<file path="src/rtl/fc_err_collector_pkg.sv">
// Shared FC package: cell counts, collector state encoding and the error-word clamp.
package fc_err_collector_pkg;

    localparam int FC_FRT_CELL = 32;
    localparam int FC_DATA_W   = 16;

    typedef enum logic [1:0] {
        ST_IDLE    = 2'd0,
        ST_CAPTURE = 2'd1,
        ST_DRAIN   = 2'd2,
        ST_DONE    = 2'd3
    } fc_state_e;

    // Saturate a sign-extended word to [-mag, +mag].
    function automatic int fc_clamp(input int v, input int mag);
        if (v > mag) begin
            return mag;
        end
        if (v < -mag) begin
            return -mag;
        end
        return v;
    endfunction

endpackage

</file>
<file path="src/rtl/fc_err_collector_buf.sv">
// fc_err_buf: error-word store plus per-entry valid bitmap.
// Latency: write lands on the next edge; read is combinational.
// Backpressure: none, the owner decides when to write.
module fc_err_buf #(
    parameter int DEPTH  = 32,
    parameter int DATA_W = 16,
    parameter int AW     = 5
) (
    input  logic              clk,
    input  logic              reset,
    input  logic              clr,
    input  logic              wr_en,
    input  logic [AW-1:0]     wr_addr,
    input  logic [DATA_W-1:0] wr_dat,
    input  logic [AW-1:0]     rd_addr,
    output logic [DATA_W-1:0] rd_dat,
    output logic              rd_vld
);

    logic [DATA_W-1:0] mem_q [DEPTH];
    logic [DEPTH-1:0]  vld_q;
    logic [DEPTH-1:0]  vld_d;

    always_comb begin
        vld_d = vld_q;
        if (clr) begin
            vld_d = '0;
        end
        if (wr_en) begin
            vld_d[wr_addr] = 1'b1;
        end
    end

    always_ff @(posedge clk) begin
        if (reset) begin
            vld_q <= '0;
        end else begin
            vld_q <= vld_d;
        end
    end

    // Word storage is left unreset; the bitmap masks stale contents.
    always_ff @(posedge clk) begin
        if (wr_en) begin
            mem_q[wr_addr] <= wr_dat;
        end
    end

    assign rd_dat = mem_q[rd_addr];
    assign rd_vld = vld_q[rd_addr];

endmodule

</file>
<file path="src/rtl/fc_err_collector.sv">
// fc_err_collector: captures one mini batch of FC error words in index order, then streams it out (clamp via FC_ERR_CLIP_EN).
// Latency: first beat one cycle after fc_bck_prop_end, then one beat per accepted cycle.
// Backpressure: err_ready low holds err_valid/err_data/err_idx; the FC side is never stalled.
module fc_err_collector
    import fc_err_collector_pkg::*;
#(
    parameter int                FRT_CELL = FC_FRT_CELL,
    parameter int                DATA_W   = FC_DATA_W,
    parameter logic [DATA_W-1:0] CLIP_MAG = 16'h0400
) (
    input  logic              clk,
    input  logic              reset,
    input  logic              bck_prop_start,
    input  logic [DATA_W-1:0] fc_err_prop,
    input  logic [15:0]       fc_err_addr,
    input  logic              fc_bck_prop_end,
    output logic              err_valid,
    output logic [DATA_W-1:0] err_data,
    output logic [15:0]       err_idx,
    input  logic              err_ready,
    output logic              err_last,
    output logic              seq_err,
    output logic              busy
);

    localparam int AW = (FRT_CELL > 1) ? $clog2(FRT_CELL) : 1;
    localparam int CW = $clog2(FRT_CELL + 1);

`ifdef FC_ERR_CLIP_EN
    localparam bit CLIP_EN = 1'b1;
`else
    localparam bit CLIP_EN = 1'b0;
`endif

    fc_state_e         state_q, state_d;
    logic [CW-1:0]     exp_idx_q, exp_idx_d;
    logic [AW-1:0]     rd_idx_q, rd_idx_d;
    logic              seq_err_q, seq_err_d;
    logic              cap_hit;
    logic              wr_en;
    logic              buf_clr;
    logic [DATA_W-1:0] wr_dat;
    logic [DATA_W-1:0] rd_dat;
    logic              rd_vld;

    assign wr_dat = CLIP_EN ? DATA_W'(fc_clamp(int'($signed(fc_err_prop)), int'(CLIP_MAG)))
                            : fc_err_prop;

    always_comb begin
        state_d   = state_q;
        exp_idx_d = exp_idx_q;
        rd_idx_d  = rd_idx_q;
        seq_err_d = seq_err_q;
        wr_en     = 1'b0;
        buf_clr   = 1'b0;
        cap_hit   = (exp_idx_q < CW'(FRT_CELL)) && (fc_err_addr == 16'(exp_idx_q));
        case (state_q)
            ST_IDLE: begin
                if (bck_prop_start) begin
                    state_d   = ST_CAPTURE;
                    exp_idx_d = '0;
                    rd_idx_d  = '0;
                    seq_err_d = 1'b0;
                    buf_clr   = 1'b1;
                end
            end
            ST_CAPTURE: begin
                // Indices below exp_idx are repeats of captured words and are dropped silently.
                if (cap_hit) begin
                    wr_en     = 1'b1;
                    exp_idx_d = exp_idx_q + CW'(1);
                end else if ((fc_err_addr > 16'(exp_idx_q)) && (fc_err_addr < 16'(FRT_CELL))) begin
                    seq_err_d = 1'b1;
                end
                if (fc_bck_prop_end) begin
                    state_d  = ST_DRAIN;
                    rd_idx_d = '0;
                    if (exp_idx_d < CW'(FRT_CELL)) begin
                        seq_err_d = 1'b1;
                    end
                end else if (!bck_prop_start) begin
                    state_d = ST_IDLE;
                end
            end
            ST_DRAIN: begin
                if (err_ready) begin
                    if (rd_idx_q == AW'(FRT_CELL - 1)) begin
                        state_d  = ST_DONE;
                        rd_idx_d = '0;
                    end else begin
                        rd_idx_d = rd_idx_q + AW'(1);
                    end
                end
            end
            ST_DONE: begin
                if (!bck_prop_start) begin
                    state_d = ST_IDLE;
                end
            end
            default: state_d = ST_IDLE;
        endcase
    end

    always_ff @(posedge clk) begin
        if (reset) begin
            state_q   <= ST_IDLE;
            exp_idx_q <= '0;
            rd_idx_q  <= '0;
            seq_err_q <= 1'b0;
        end else begin
            state_q   <= state_d;
            exp_idx_q <= exp_idx_d;
            rd_idx_q  <= rd_idx_d;
            seq_err_q <= seq_err_d;
        end
    end

    fc_err_buf #(
        .DEPTH  (FRT_CELL),
        .DATA_W (DATA_W),
        .AW     (AW)
    ) u_buf (
        .clk     (clk),
        .reset   (reset),
        .clr     (buf_clr),
        .wr_en   (wr_en),
        .wr_addr (exp_idx_q[AW-1:0]),
        .wr_dat  (wr_dat),
        .rd_addr (rd_idx_q),
        .rd_dat  (rd_dat),
        .rd_vld  (rd_vld)
    );

    assign err_valid = (state_q == ST_DRAIN);
    assign err_data  = (err_valid && rd_vld) ? rd_dat : '0;
    assign err_idx   = err_valid ? 16'(rd_idx_q) : 16'd0;
    assign err_last  = err_valid && (rd_idx_q == AW'(FRT_CELL - 1));
    assign seq_err   = seq_err_q;
    assign busy      = (state_q == ST_CAPTURE) || (state_q == ST_DRAIN);

endmodule
</file>
<file path="config.mk">
export PLATFORM = sky130hd
export DESIGN_NAME = fc_err_collector
export DESIGN_NICKNAME = d
export VERILOG_FILES = /design/src/rtl/fc_err_collector_pkg.sv /design/src/rtl/fc_err_collector_buf.sv /design/src/rtl/fc_err_collector.sv
export SDC_FILE = /design/constraint.sdc
export NUM_CORES = 1
export LEC_CHECK = 0
export CAP_MARGIN = 20
export CELL_PAD_IN_SITES_DETAIL_PLACEMENT = 0
export CELL_PAD_IN_SITES_GLOBAL_PLACEMENT = 1
export CORE_UTILIZATION = 47
export DETAILED_ROUTE_END_ITERATION = 7
export PLACE_DENSITY_LB_ADDON = 0.1
export SYNTH_ARGS = -nofsm -noshare
export SYNTH_HDL_FRONTEND = slang
export SYNTH_HIERARCHICAL = 1
export SYNTH_SLANG_ARGS = --single-unit
</file>
<file path="constraint.sdc">
create_clock -name clk -period 4.1 [get_ports clk]
set_clock_uncertainty 0.05 [all_clocks]
set_input_delay 0.82 -clock clk [delete_from_list [all_inputs] [get_ports clk]]
set_output_delay 0.82 -clock clk [all_outputs]
set_load 0.01 [all_outputs]
</file>
## Word level (Yosys, flattened, before mapping)

Memory sizes are Yosys's and may differ from the RTL's. A register that Yosys moved wholly into a read port is not among the register bits.
Cells that the tools add are included.

| word-level totals | value |
|---|---|
| bits in registers | 46 |
| memory bits (writable) | 512 |
| bits of input ports | 37 |
| output and inout port bits | 36 |
| word-level logic and storage cells | 74 |
| memories kept | 1 |

Memory list:

| name | words | width | read ports | clocked after memory_dff | wr ports | line | RTL |
|---|---|---|---|---|---|---|---|
| u_buf.mem_q | 32 | 16 | 1 | 1 | 1 | fc_err_collector_buf.sv:20 | `logic [DATA_W-1:0] mem_q [DEPTH];` |

| operators by class | value |
|---|---|
| add/sub/neg operators | 2 |
| order comparisons | 7 |
| eq/ne operators | 9 |
| multiplexer cells | 37 |
| bitwise logic cells | 1 |
| reductions and logical operators | 12 |

Operators by type and width:

| operator | count |
|---|---|
| $mux 32 | 2 |
| $mux 5 | 7 |
| $or 32x32->32 | 1 |
| $mux 6 | 3 |
| $eq 16x6->1 | 1 |
| $gt 16x6->1 | 1 |
| $lt 16x6->1 const B | 1 |
| $mux 16 | 1 |
| $pmux 5 s3 | 1 |
| $mux 1 | 13 |
| $lt 5x6->1 const B | 2 |
| $lt 6x6->1 const B | 2 |
| $pmux 6 s2 | 1 |
| $mux 2 | 5 |
| $pmux 2 s4 | 1 |
| $add 6x1->6 const B | 1 |
| $add 5x1->5 const B | 1 |
| $bmux 1 s5 | 1 |
| $demux 1 s5 | 1 |
| $eq 5x5->1 const B | 1 |
| $ge 5x1->1 const B | 1 |
| $logic_and 1x1->1 | 5 |
| $eq 2x2->1 const B | 2 |
| $ne 2x1->1 const B | 2 |
| 10 further kinds | 11 |

## Depth between registers and ports, before layout

Gate-level depths: netlist of run 1.

| logic depth | value |
|---|---|
| word-level depth | 8 |
| gate-level depth with buffers | 12 |
| gate-level depth less buffers | 10 |

## By module

The synthesis of run 1 kept the hierarchy.

By module, submodules not included:

| module | times used | cells each | area an instance (um^2) | seq. area each (um^2) |
|---|---|---|---|---|
| fc_err_buf | 1 | 1279 | 21478.1 | 16015.4 |
| fc_err_collector | 1 | 179 | 1376.3 | 280.3 |

## Worst setup path after synthesis of run 1

OpenSTA, ideal clock, no wires.

| path | value |
|---|---|
| path kind | input to register |
| start | input fc_err_addr[6] |
| end | memory u_buf.mem_q[28][0], enable pin |
| library setup time | 390 ps |
| arrival time | 3548 ps |
| required time | 3660 ps |
| slack | 112 ps |
| stages | 7 |
| buffers on the path | 2 |
| cell sequence | or4_1 > or4_4 > buf_6 > nor3_1 > or3b_1 > buf_2 > nor2_1 |

| on the way | value |
|---|---|
| word-level cells in the longest chain between the ends | 6 |

RTL lines:

| what | line | RTL |
|---|---|---|
| start: declaration | fc_err_collector.sv:15 | `input logic [15:0] fc_err_addr,` |
| $eq 16x6->1 | fc_err_collector.sv:56 | `cap_hit = (exp_idx_q < CW'(FRT_CELL)) && (fc_err_addr == 16'(exp_idx_q));` |
| $logic_and 1x1->1 | fc_err_collector.sv:56 |  |
| $mux 1 | fc_err_collector.sv:69 | `if (cap_hit) begin` |
| $mux 1 | fc_err_collector.sv:57 | `case (state_q)` |
| named net wr_en | fc_err_collector.sv:40 | `logic wr_en;` |
| $mux 1 | fc_err_collector_buf.sv:44 | `if (wr_en) begin` |
| $mux 1 (not written as such) | fc_err_collector_buf.sv:45 | `mem_q[wr_addr] <= wr_dat;` |
| end: declaration | fc_err_collector_buf.sv:20 |  |

The timed path passes the listed nets, and every way through them passes these cells.

## Worst setup path after layout of run 1

| path | value |
|---|---|
| start | register rd_idx_q[1] |
| end | output err_data[12] |

| on the way | value |
|---|---|
| word-level cells in the longest chain between the ends | 4 |

RTL lines:

| what | line | RTL |
|---|---|---|
| start: declaration | fc_err_collector.sv:37 | `logic [AW-1:0] rd_idx_q, rd_idx_d;` |
| start signal: assignment | fc_err_collector.sv:113 | `rd_idx_q <= rd_idx_d;` |
| $bmux 1 s5 | fc_err_collector_buf.sv:50 | `assign rd_vld = vld_q[rd_addr];` |
| $mux 1 (not written as such) | fc_err_collector_buf.sv:50 |  |
| $logic_and 1x1->1 | fc_err_collector.sv:135 | `assign err_data = (err_valid && rd_vld) ? rd_dat : '0;` |
| $mux 16 | fc_err_collector.sv:135 |  |
| end: declaration | fc_err_collector.sv:18 | `output logic [DATA_W-1:0] err_data,` |

Every way passes these cells. The select of a mux whose other input is x is not followed.

==> run_results.csv, run 1 <==
group,metric,value,unit
timing,drv_slew,0,
timing,fmax,247,MHz
timing,final.min_clock_period,4.05,ns
clock_tree,htreeDepth,2,
global_routing,antenna_found_initial,0,
yosys,synth-async-reset-ratio,0,%
flow_run,drv_cap,0,
timing,worst-slew-pin-transition,1.12,ns
route,avgRoutedWirePerCell,25.4,µm
place,place_congestion,0.805,
route,via_count,13000,
critical_path,ff2ff_setup_slack,0.52,ns
critical_path,cp.arrival,3.18,ns
finish,ff_latch_area,16300,µm²
finish,nets,1657,
hold_path,holdPathEnd,"u_buf/vld_q[26]",
finish,syn_to_final_growth,19.6,%
clock_tree,clock_latency,0.61,ns
yosys,yosys_warnings,6,
status,run_status,"complete, no violations",
critical_path,worstSetupStartpointType,"register",
clock_tree,cts_tree,"yes",
pwr,power.total,0.0114,W
yosys,avgSynthCellArea,15.7,µm²
global_routing,grt_use_total,23.5,%
floorplan,start_util,47.8,%
timing,hold_viol_final,0,
pwr,ir_drop,0.289,mV
timing,rsz0062_at_grt,"yes",
floorplan,die_x,223,µm
finish,drive_gt1_share,17.0,%
critical_path,crit_required,3.23,ns
critical_path,r2r_cells,11,
finish,n_fill_cell,3776,
clock_tree,cts-buffers-inserted,56,
global_routing,grt_pass1_wl,84400,µm
route,drt-total-wl,57700,µm
finish,post-route-util,57.2,%
clock_tree,clockBufferDepth,3,
floorplan,die_area,49500,µm²
pwr,leakagePower,8.66,nW
yosys,synth_top_cells_by_area,"edfxtp_1, mux2i_1, dfxtp_1",
floorplan,io_pins,73,
hold_path,hold_depth,2,
timing,layout_setup_ws,0.0525,ns
place,pre_cts_ws,0.113,ns
place,port_buffers,61,
yosys,yosys.cell_types.count,58,
pwr,p_per_area,418,nW/µm²
finish,final_common_cell,"edfxtp_1",
route,drc,0,
critical_path,end_kind,"primary output",
critical_path,r2r-start,"exp_idx_q[4]",
finish,mostFrequentLayoutCells,"edfxtp_1, mux2i_1, a21oi_1",
critical_path,path_class,"reg -> out",
floorplan,die_h,223,µm
global_routing,grt_max_degree,51,
yosys,synth_edf_count,512,
floorplan,num_rows,80,
finish,multi_input_comb_area,6140,µm²
yosys,synth_top_cell_area_share,67.3,%
global_routing,gr-total-overflow,0,
critical_path,r2r_end,"u_buf/mem_q[18][13]",
place,hpwl,34800,µm
yosys,yosys.area.top_type,"edfxtp_1",
yosys,synthCells,1458,
timing,fin_crit_sh,98.7,%
hold_path,min_from,"u_buf/vld_q[26]",
route,drt_iter0_drc,1141,
clock_tree,cts.sinks,558,
critical_path,cp_max_fo,11,
timing,maxSlewHeadroom,25.5,%
timing,setup_viol,0,
route,first_pass_iters,5,
clock_tree,clk_pin_slew,0.06,ns
yosys,ys_seq_elements,558,
yosys,syn_area,22900,µm²
finish,postLayoutCellArea,27300,µm²
yosys,synth_ff_type,"edfxtp_1",
global_routing,grt_pass1_vias,13100,
floorplan,core_area,47800,µm²
clock_tree,cts-hold-fix-buffers,0,
route,vias_per_cell,5.73,
timing,holdWs,0.418,ns
hold_path,min_path_type,"reg -> reg",
yosys,ys_seq_area_share,71.3,%
route,ant_nets,0,
place,dpl_cell_area,24900,µm²
clock_tree,cts_root_buf,"clkbuf_16",
cell families after synthesis:
kind of cell | after synthesis | share of synthesized area, %
DFF | 558 | 71.3
muxes | 275 | 12.0
and+or+nand+nor | 271 | 6.06
AOI/OAI and AO/OA | 219 | 6.52
buffers and inverters | 121 | 3.34
adders and majority gates | 13 | 0.712
other | 1 | 0.0164
area by class of cell:
| type | instances | area share, % |
|---|---|---|
| diodes | 3 | 0.0275 |
| clock buffers | 65 | 5.40 |
| clock inverters | 40 | 1.18 |
| inverters | 21 | 0.288 |
| multi-input cells | 790 | 22.4 |
| flip-flops and latches | 558 | 59.6 |
| well taps | 615 | 2.81 |
| repair buffers | 180 | 8.23 |
flip-flops by register name, indices dropped and copies added, names as in the netlist:
signal	count
u_buf/mem_q	512
u_buf/vld_q	32
seq_err	1
state_q	2
rd_idx_q	5
exp_idx_q	6
repair_timing:
action / CTS / global route
pin swaps: 3 / 17
endpoints found under the setup margin: 16 / 16
setup buffers: 12 / 4
gates cloned: 4 / 2
resized for setup: 21 / 31
worst max path at each step:
| stage | slack [ns] | end | start | cells after the start |
|---|---|---|---|---|
| floorplan | 0.11 | u_buf/mem_q[28][0] | fc_err_addr[6] | 7 |
| global placement | 0.12 | u_buf/mem_q[18][10] | fc_err_addr[6] | 10 |
| detailed placement | 0.11 | u_buf/mem_q[18][10] | fc_err_addr[7] | 10 |
| CTS | 0.001 | err_data[12] | rd_idx_q[0] | 13 |
| global route | -0.04 | err_data[12] | rd_idx_q[1] | 12 |
| finish | 0.05 | err_data[12] | rd_idx_q[1] | 12 |
layer usage:
layer  GRT usage (%)  routed length [µm]  part of all wire [%]  vias to the layer above
li1                -                   -                     -                     5963
met1            33.2               25900                    45                     6624
met2            36.1               26500                    46                      350
met3            4.77                3520                   6.1                       87
met4            8.12                1760                   3.0                        0
met5               0                   0                     0                        -
Yosys cell counts, drive strengths merged (4+ instances only):
| cell type | number |
|---|---|
| nor2 | 53 |
| dfxtp | 46 |
| mux2i | 275 |
| nand3b | 4 |
| nor4 | 4 |
| nor2b | 8 |
| nand2 | 61 |
| nand4 | 19 |
| or4 | 6 |
| a22oi | 68 |
| ha | 13 |
| o21ai | 5 |
| nand3 | 41 |
| inv | 21 |
| and3 | 18 |
| clkbuf | 31 |
| a31oi | 18 |
| nand2b | 5 |
| edfxtp | 512 |
| or2 | 7 |
| a22o | 34 |
| nor3 | 21 |
| and2 | 9 |
| a21oi | 74 |
| or3 | 10 |
| buf | 69 |
worst max-delay path, stage by stage, from the launching register on:
cell and delay [ns]:
dfxtp_4 0.36, buf_12 0.16, buf_12 0.17, mux2i_4 0.24, a22o_1 0.20, nor3_2 0.05
buf_4 0.18, a31oi_1 0.15, buf_4 0.17, nand3_1 0.07, buf_4 0.16, and3_1 0.18
clkdlybuf4s50_1 0.47
through the flow:
step | std cells | setup TNS, ns
finish | 2272 | 0
global route | 2269 | -0.106
CTS | 2263 | 0
detailed placement | 2142 | 0
global placement | 2142 | 0
floorplan | 1468 | 0
power by group:
group	switching (W)	internal, W	leakage, nW	total [W]
Clock	0.00210	0.00288	0.880	0.00498
Combinational	0.000184	0.0000644	2.81	0.000249
Sequential	0.00000228	0.00621	4.97	0.00621
Total	0.00229	0.00915	8.66	0.0114
No activity file was read; power rests on OpenSTA's default activity.
==> run 2: changes to the inputs <==
ABC_AREA = 0   (was not set)
==> results of run 2 <==
The final DEF is identical to that of run 1; final timing and power are the same.
